File: src/rtl/match_controller.sv
// Round/match referee for the N-player fighter: per-player health, round wins,
// round countdown timer and the IDLE/INTRO/FIGHT/ROUND_END/MATCH_END sequence.
module match_controller #(
    parameter int NUM_PLAYERS   = 2,
    parameter int HEALTH_W      = 3,
    parameter int MAX_HEALTH    = 5,
    parameter int ROUNDS_TO_WIN = 2,
    parameter int ROUND_TIME    = 99,
    parameter int TICKS_PER_SEC = 60,
    parameter int INTRO_FRAMES  = 120,
    parameter int END_FRAMES    = 180
) (
    input  logic                            clk,
    input  logic                            rst,
    input  logic                            frame_tick,
    input  logic                            start,
    input  logic [NUM_PLAYERS-1:0]          hit_valid,
    input  logic [NUM_PLAYERS-1:0]          blocked,
    output logic [NUM_PLAYERS*HEALTH_W-1:0] health,
    output logic [NUM_PLAYERS*4-1:0]        round_wins,
    output logic [2:0]                      phase,
    output logic [6:0]                      timer,
    output logic [3:0]                      round_num,
    output logic [3:0]                      round_winner,
    output logic [3:0]                      match_winner,
    output logic                            controls_enable
);

    typedef enum logic [2:0] {
        PH_IDLE      = 3'd0,
        PH_INTRO     = 3'd1,
        PH_FIGHT     = 3'd2,
        PH_ROUND_END = 3'd3,
        PH_MATCH_END = 3'd4
    } phase_e;

    localparam int FRAME_MAX = (INTRO_FRAMES > END_FRAMES) ? INTRO_FRAMES : END_FRAMES;
    localparam int FRAME_W   = $clog2(FRAME_MAX + 1);
    localparam int SEC_W     = $clog2(TICKS_PER_SEC + 1);
    localparam logic [3:0] NO_PLAYER = 4'hF;

    phase_e              phase_q, phase_d;
    logic [HEALTH_W-1:0] health_q  [NUM_PLAYERS];
    logic [HEALTH_W-1:0] health_d  [NUM_PLAYERS];
    logic [HEALTH_W-1:0] health_nx [NUM_PLAYERS];
    logic [3:0]          wins_q    [NUM_PLAYERS];
    logic [3:0]          wins_d    [NUM_PLAYERS];
    logic [6:0]          timer_q, timer_d;
    logic [3:0]          round_num_q, round_num_d;
    logic [3:0]          round_winner_q, round_winner_d;
    logic [3:0]          match_winner_q, match_winner_d;
    logic [FRAME_W-1:0]  frame_cnt_q, frame_cnt_d;
    logic [SEC_W-1:0]    sec_cnt_q, sec_cnt_d;

    logic [4:0]          alive_cnt;
    logic [3:0]          alive_idx;
    logic [3:0]          to_winner;
    logic [3:0]          round_result;
    logic [3:0]          champ_idx;
    logic [HEALTH_W-1:0] max_h;
    logic                max_tie;
    logic                round_over;
    logic                champ_found;
    logic                enter_intro;
    logic                new_match;

    // Post-hit health and end-of-round arbitration; only consumed in FIGHT.
    always_comb begin
        alive_cnt = '0;
        alive_idx = NO_PLAYER;
        max_h     = '0;
        to_winner = NO_PLAYER;
        max_tie   = 1'b0;
        for (int i = 0; i < NUM_PLAYERS; i++) begin
            if (hit_valid[i] && !blocked[i] && (health_q[i] != '0)) begin
                health_nx[i] = health_q[i] - HEALTH_W'(1);
            end else begin
                health_nx[i] = health_q[i];
            end
            if (health_nx[i] != '0) begin
                alive_cnt = alive_cnt + 5'd1;
                alive_idx = 4'(i);
            end
            if ((i == 0) || (health_nx[i] > max_h)) begin
                max_h     = health_nx[i];
                to_winner = 4'(i);
                max_tie   = 1'b0;
            end else if (health_nx[i] == max_h) begin
                max_tie = 1'b1;
            end
        end
        // KO takes precedence over a timeout landing in the same cycle.
        if (alive_cnt <= 5'd1) begin
            round_result = (alive_cnt == 5'd1) ? alive_idx : NO_PLAYER;
        end else begin
            round_result = max_tie ? NO_PLAYER : to_winner;
        end
        round_over = (alive_cnt <= 5'd1) || (timer_q == '0);
    end

    always_comb begin
        champ_found = 1'b0;
        champ_idx   = NO_PLAYER;
        for (int i = NUM_PLAYERS - 1; i >= 0; i--) begin
            if (wins_q[i] == 4'(ROUNDS_TO_WIN)) begin
                champ_found = 1'b1;
                champ_idx   = 4'(i);
            end
        end
    end

    always_comb begin
        phase_d        = phase_q;
        health_d       = health_q;
        wins_d         = wins_q;
        timer_d        = timer_q;
        round_num_d    = round_num_q;
        round_winner_d = round_winner_q;
        match_winner_d = match_winner_q;
        frame_cnt_d    = frame_cnt_q;
        sec_cnt_d      = sec_cnt_q;
        enter_intro    = 1'b0;
        new_match      = 1'b0;

        case (phase_q)
            PH_IDLE, PH_MATCH_END: begin
                if (start) begin
                    enter_intro = 1'b1;
                    new_match   = 1'b1;
                end
            end
            PH_INTRO: begin
                if (frame_tick) begin
                    if (frame_cnt_q == FRAME_W'(INTRO_FRAMES - 1)) begin
                        phase_d     = PH_FIGHT;
                        frame_cnt_d = '0;
                        sec_cnt_d   = '0;
                    end else begin
                        frame_cnt_d = frame_cnt_q + FRAME_W'(1);
                    end
                end
            end
            PH_FIGHT: begin
                health_d = health_nx;
                if (round_over) begin
                    phase_d        = PH_ROUND_END;
                    frame_cnt_d    = '0;
                    sec_cnt_d      = '0;
                    round_winner_d = round_result;
                    for (int i = 0; i < NUM_PLAYERS; i++) begin
                        if ((round_result == 4'(i)) && (wins_q[i] != 4'hF)) begin
                            wins_d[i] = wins_q[i] + 4'd1;
                        end
                    end
                end else if (frame_tick) begin
                    if (sec_cnt_q == SEC_W'(TICKS_PER_SEC - 1)) begin
                        sec_cnt_d = '0;
                        if (timer_q != '0) begin
                            timer_d = timer_q - 7'd1;
                        end
                    end else begin
                        sec_cnt_d = sec_cnt_q + SEC_W'(1);
                    end
                end
            end
            PH_ROUND_END: begin
                if (frame_tick) begin
                    if (frame_cnt_q == FRAME_W'(END_FRAMES - 1)) begin
                        frame_cnt_d = '0;
                        if (champ_found) begin
                            phase_d        = PH_MATCH_END;
                            match_winner_d = champ_idx;
                        end else begin
                            enter_intro = 1'b1;
                            round_num_d = (round_num_q == 4'hF) ? 4'hF : round_num_q + 4'd1;
                        end
                    end else begin
                        frame_cnt_d = frame_cnt_q + FRAME_W'(1);
                    end
                end
            end
            default: phase_d = PH_IDLE;
        endcase

        if (new_match) begin
            wins_d         = '{default: 4'd0};
            round_num_d    = 4'd1;
            match_winner_d = NO_PLAYER;
        end
        // Every round starts from full health and a full clock.
        if (enter_intro) begin
            phase_d     = PH_INTRO;
            health_d    = '{default: HEALTH_W'(MAX_HEALTH)};
            timer_d     = 7'(ROUND_TIME);
            frame_cnt_d = '0;
            sec_cnt_d   = '0;
        end
    end

    always_ff @(posedge clk) begin
        if (rst) begin
            phase_q        <= PH_IDLE;
            health_q       <= '{default: HEALTH_W'(MAX_HEALTH)};
            wins_q         <= '{default: 4'd0};
            timer_q        <= 7'(ROUND_TIME);
            round_num_q    <= 4'd0;
            round_winner_q <= NO_PLAYER;
            match_winner_q <= NO_PLAYER;
            frame_cnt_q    <= '0;
            sec_cnt_q      <= '0;
        end else begin
            phase_q        <= phase_d;
            health_q       <= health_d;
            wins_q         <= wins_d;
            timer_q        <= timer_d;
            round_num_q    <= round_num_d;
            round_winner_q <= round_winner_d;
            match_winner_q <= match_winner_d;
            frame_cnt_q    <= frame_cnt_d;
            sec_cnt_q      <= sec_cnt_d;
        end
    end

    for (genvar g = 0; g < NUM_PLAYERS; g++) begin : g_pack
        assign health[g*HEALTH_W +: HEALTH_W] = health_q[g];
        assign round_wins[g*4 +: 4]           = wins_q[g];
    end

    assign phase           = phase_q;
    assign timer           = timer_q;
    assign round_num       = round_num_q;
    assign round_winner    = round_winner_q;
    assign match_winner    = match_winner_q;
    assign controls_enable = (phase_q == PH_FIGHT);

endmodule

File: config.mk
export PLATFORM = sky130hd
export DESIGN_NAME = match_controller
export DESIGN_NICKNAME = d
export VERILOG_FILES = /design/src/rtl/match_controller.sv
export SDC_FILE = /design/constraint.sdc
export NUM_CORES = 1
export LEC_CHECK = 0
export CAP_MARGIN = 20
export CORE_MARGIN = 4
export CORE_UTILIZATION = 53
export CTS_CLUSTER_DIAMETER = 30
export DETAILED_ROUTE_END_ITERATION = 6
export HOLD_SLACK_MARGIN = 0.05
export PLACE_DENSITY = 0.85
export SLEW_MARGIN = 25
export SYNTH_ARGS = -nofsm -noshare
export SYNTH_HDL_FRONTEND = slang
export SYNTH_SLANG_ARGS = --single-unit
File: constraint.sdc
create_clock -name clk -period 4.4 [get_ports clk]
set_clock_uncertainty 0.2 [all_clocks]
set_input_delay 0.44 -clock clk [delete_from_list [all_inputs] [get_ports clk]]
set_output_delay 0.44 -clock clk [all_outputs]
set_load 0.01 [all_outputs]
==> impl_metrics.json <==
{
  "status": "complete, no violations",
  "syn_inst": 306,
  "min_from": "round_winner[0]$_SDFFE_PP1P_",
  "gp_congestion": 0.823,
  "netlist_area_um2": 2570,
  "antenna_found_initial": 0,
  "drtAntennaViolNets": 0,
  "dr.pass1.iters": 4,
  "path_common_cell": "ha_1",
  "ctsResizeCount": 0,
  "insertion_delay_ns": 0.30,
  "die-area_um2": 6030,
  "synth_cell_type_count": 55,
  "worstPathArrival_ns": 3.92,
  "dpl.hpwl_um": 4060,
  "cts_buffers": 5,
  "drive_above_1_share_pct": 5.41,
  "fin_util_pct": 66.6,
  "r2r_slack_ns": 0.44,
  "cts_hold_buf": 0,
  "stdcell_count": 418,
  "avgRoutedWirePerCell_um": 12.9,
  "grt_max_degree": 14,
  "fin_ws_ns": 0.440,
  "hold_path_end": "round_winner[0]$_SDFFE_PP1P_",
  "die_w_um": 77.7,
  "cp_slowest_stage_delay_ns": 0.49,
  "area_growth_pct": 22.3,
  "worst_pin_slew_ns": 0.766,
  "fp.dieH_um": 77.7,
  "tns_ns": 0,
  "place_ws_ns": 0.319,
  "cpMaxStageDelayCell": "or4_1",
  "io_buffer_count": 44,
  "drc_errors": 0,
  "crit_start": "health[0]$_SDFFE_PP1P_",
  "powerDensity_nw_per_um2": 233,
  "max-vdd-ir-drop_mv": 0.178,
  "fmax_ghz": 0.253,
  "setup_viol": 0,
  "reg2reg_from": "health[0]$_SDFFE_PP1P_",
  "grt_pass1_vias": 2112,
  "cap_violations": 0,
  "rr_worst_depth": 13,
  "cp.required_ns": 4.36,
  "start_util_pct": 54.5,
  "core_um2": 4720,
  "ys_ff_latch": 46,
  "most-common-layout-cells": "dfxtp_1 (46), clkdlybuf4s50_1 (44), nor2_1 (42), nand2_1 (35)",
  "cts.htree.levels": 2,
  "drt-initial-drc-count": 77,
  "rows": 25,
  "fin_crit_sh_pct": 90.0,
  "whs_ns": 0.294,
  "power_leakage_nw": 1.21,
  "path_clk_slew_ns": 0.08,
  "synth_nets": 329,
  "nets": 373,
  "drv_slew": 0,
  "via_per_inst": 5.36,
  "cp-end-kind": "register",
  "reg2reg_to": "timer[5]$_SDFFE_PP1P_",
  "startpoint_type": "register",
  "final_common_cell": "dfxtp_1",
  "slew_headroom_pct": 48.7,
  "dp.cells": 410,
  "io_pins": 45,
  "synth_edf_count": 0,
  "ys.warnings.count": 0,
  "synth_largest_area_cell": "dfxtp_1",
  "cts_root_buffer": "clkbuf_8",
  "path_cells": "inv_1 > ha_1 > nor2b_1 > nor3b_1 > o21ai_0 > nand3b_1 > ha_1 > a21boi_0 > nand4_2 > or4_1 > nor3_1 > xnor2_1 > nand2_1",
  "vias": 2239,
  "holdPathStages": 1,
  "overflow": 0,
  "yosysSeqAreaShare_pct": 35.8,
  "cts_buffer_depth": 2,
  "hold_viol_final": 0,
  "wirelength_um": 5390,
  "cts_tree": "done",
  "antenna_cells": 0,
  "rsz0062_at_grt": "false",
  "synth_area_leaders": "dfxtp_1 (36%), ha_1 (7.3%), nor2_1 (6.1%)",
  "postCtsSetupRepairBufs": 0,
  "yosysTopAreaCellShare_pct": 35.8,
  "hp-class": "register to register",
  "grt_pass1_wl_um": 9050,
  "track_usage_pct": 18.1,
  "avgSynthCellArea_um2": 8.41,
  "cts_sinks": 46,
  "ys.flop_type": "dfxtp_1",
  "critPathMaxFanout": 8,
  "synthArstFlopShare_pct": 0,
  "critical_path_class": "register to register",
  "finalCriticalPeriod_ns": 3.96
}
-- stage by stage --
step | instance area, um^2 | power, W
final | 3150 | 0.000734
after global routing | 3150 | 0.000766
after CTS | 3150 | 0.000739
after detailed placement | 3060 | 0.000478
after global placement | 3060 | 0.000478
after floorplan | 2570 | 0.000459
-- routing by layer --
layer  wire length, um  vias up  share of wire (%)  track usage (%)
met3               249       10                4.6             3.83
li1                  -     1143                  -                -
met5                 0        -                  0                0
met2              2610       48                 48             31.2
met1              2440     1038                 45             22.1
met4                92        0                1.7             6.58
-- synthesized netlist by cell type (2+ instances only) --
cell type and instances:
o22ai_1 2, xnor2_1 16, nand2b_1 7, dfxtp_1 46
o31ai_1 2, inv_1 16, nor2_1 42, o21ai_1 2
a211oi_1 4, and3_1 2, a31oi_1 3, nor2b_1 7
mux2i_1 5, o211ai_1 3, nand3_1 6, nand4_1 6
xor2_1 8, ha_1 15, nor3b_1 3, a21oi_1 15
nand2_1 35, nand3b_1 4, o21ai_0 8, buf_4 4
nor3_1 9, a311oi_1 2, or3_1 3, clkbuf_1 3
a21o_1 2
-- kinds of logic (layout without fill, tap and decap cells) --
group                      count (synthesis)  in the layout  share of synthesized area [%]
xor gates and xnor gates                  24             24                           8.17
adders and majority gates                 15             15                           7.29
buffers and inverters                     24             69                           4.08
muxes                                      5              5                           1.94
and+or+nand+nor                          140            140                           28.9
AOI/OAI and AO/OA                         52             52                           13.9
DFF                                       46             46                           35.8
-- how the worst max path moves through the flow --
stage,end,cells after the start,slack (ns)
detailed placement,timer[5]$_SDFFE_PP1P_,11,0.32
global placement,timer[5]$_SDFFE_PP1P_,11,0.47
global route,timer[5]$_SDFFE_PP1P_,13,0.15
finish,timer[5]$_SDFFE_PP1P_,13,0.44
floorplan,timer[5]$_SDFFE_PP1P_,13,0.83
CTS,timer[5]$_SDFFE_PP1P_,13,0.46
-- worst max-delay path, delay by kind of cell, from the launching register on --
family | cells | cell delay, ns
simple gates | 7 | 1.78
compound gates | 2 | 0.71
fa+ha+maj | 2 | 0.57
flops | 1 | 0.34
xor+xnor | 1 | 0.15
buf+inv | 1 | 0.09
-- cell type report --
class                   count  area [um^2]
flip-flops and latches     46          921
inverters                  17         63.8
well taps                  67         83.8
clock buffers               7         86.3
multi-input cells         236         1550
clock inverters             1         5.00
fillers                   390         1580
repair buffers             44          440
-- power by group --
part,switching (W),internal (W)
clock,0.000138,0.000127
combinational,0.0000291,0.0000191
sequential,0.00000311,0.000418
total,0.000170,0.000564
-- state kept, by name (all words and copies together) (netlist names) --
signal        flops
frame_cnt_q       8
health            6
round_num         4
sec_cnt_q         6
match_winner      2
phase             3
timer             7
round_wins        8
round_winner      2
(Power assumes the default switching activity.)
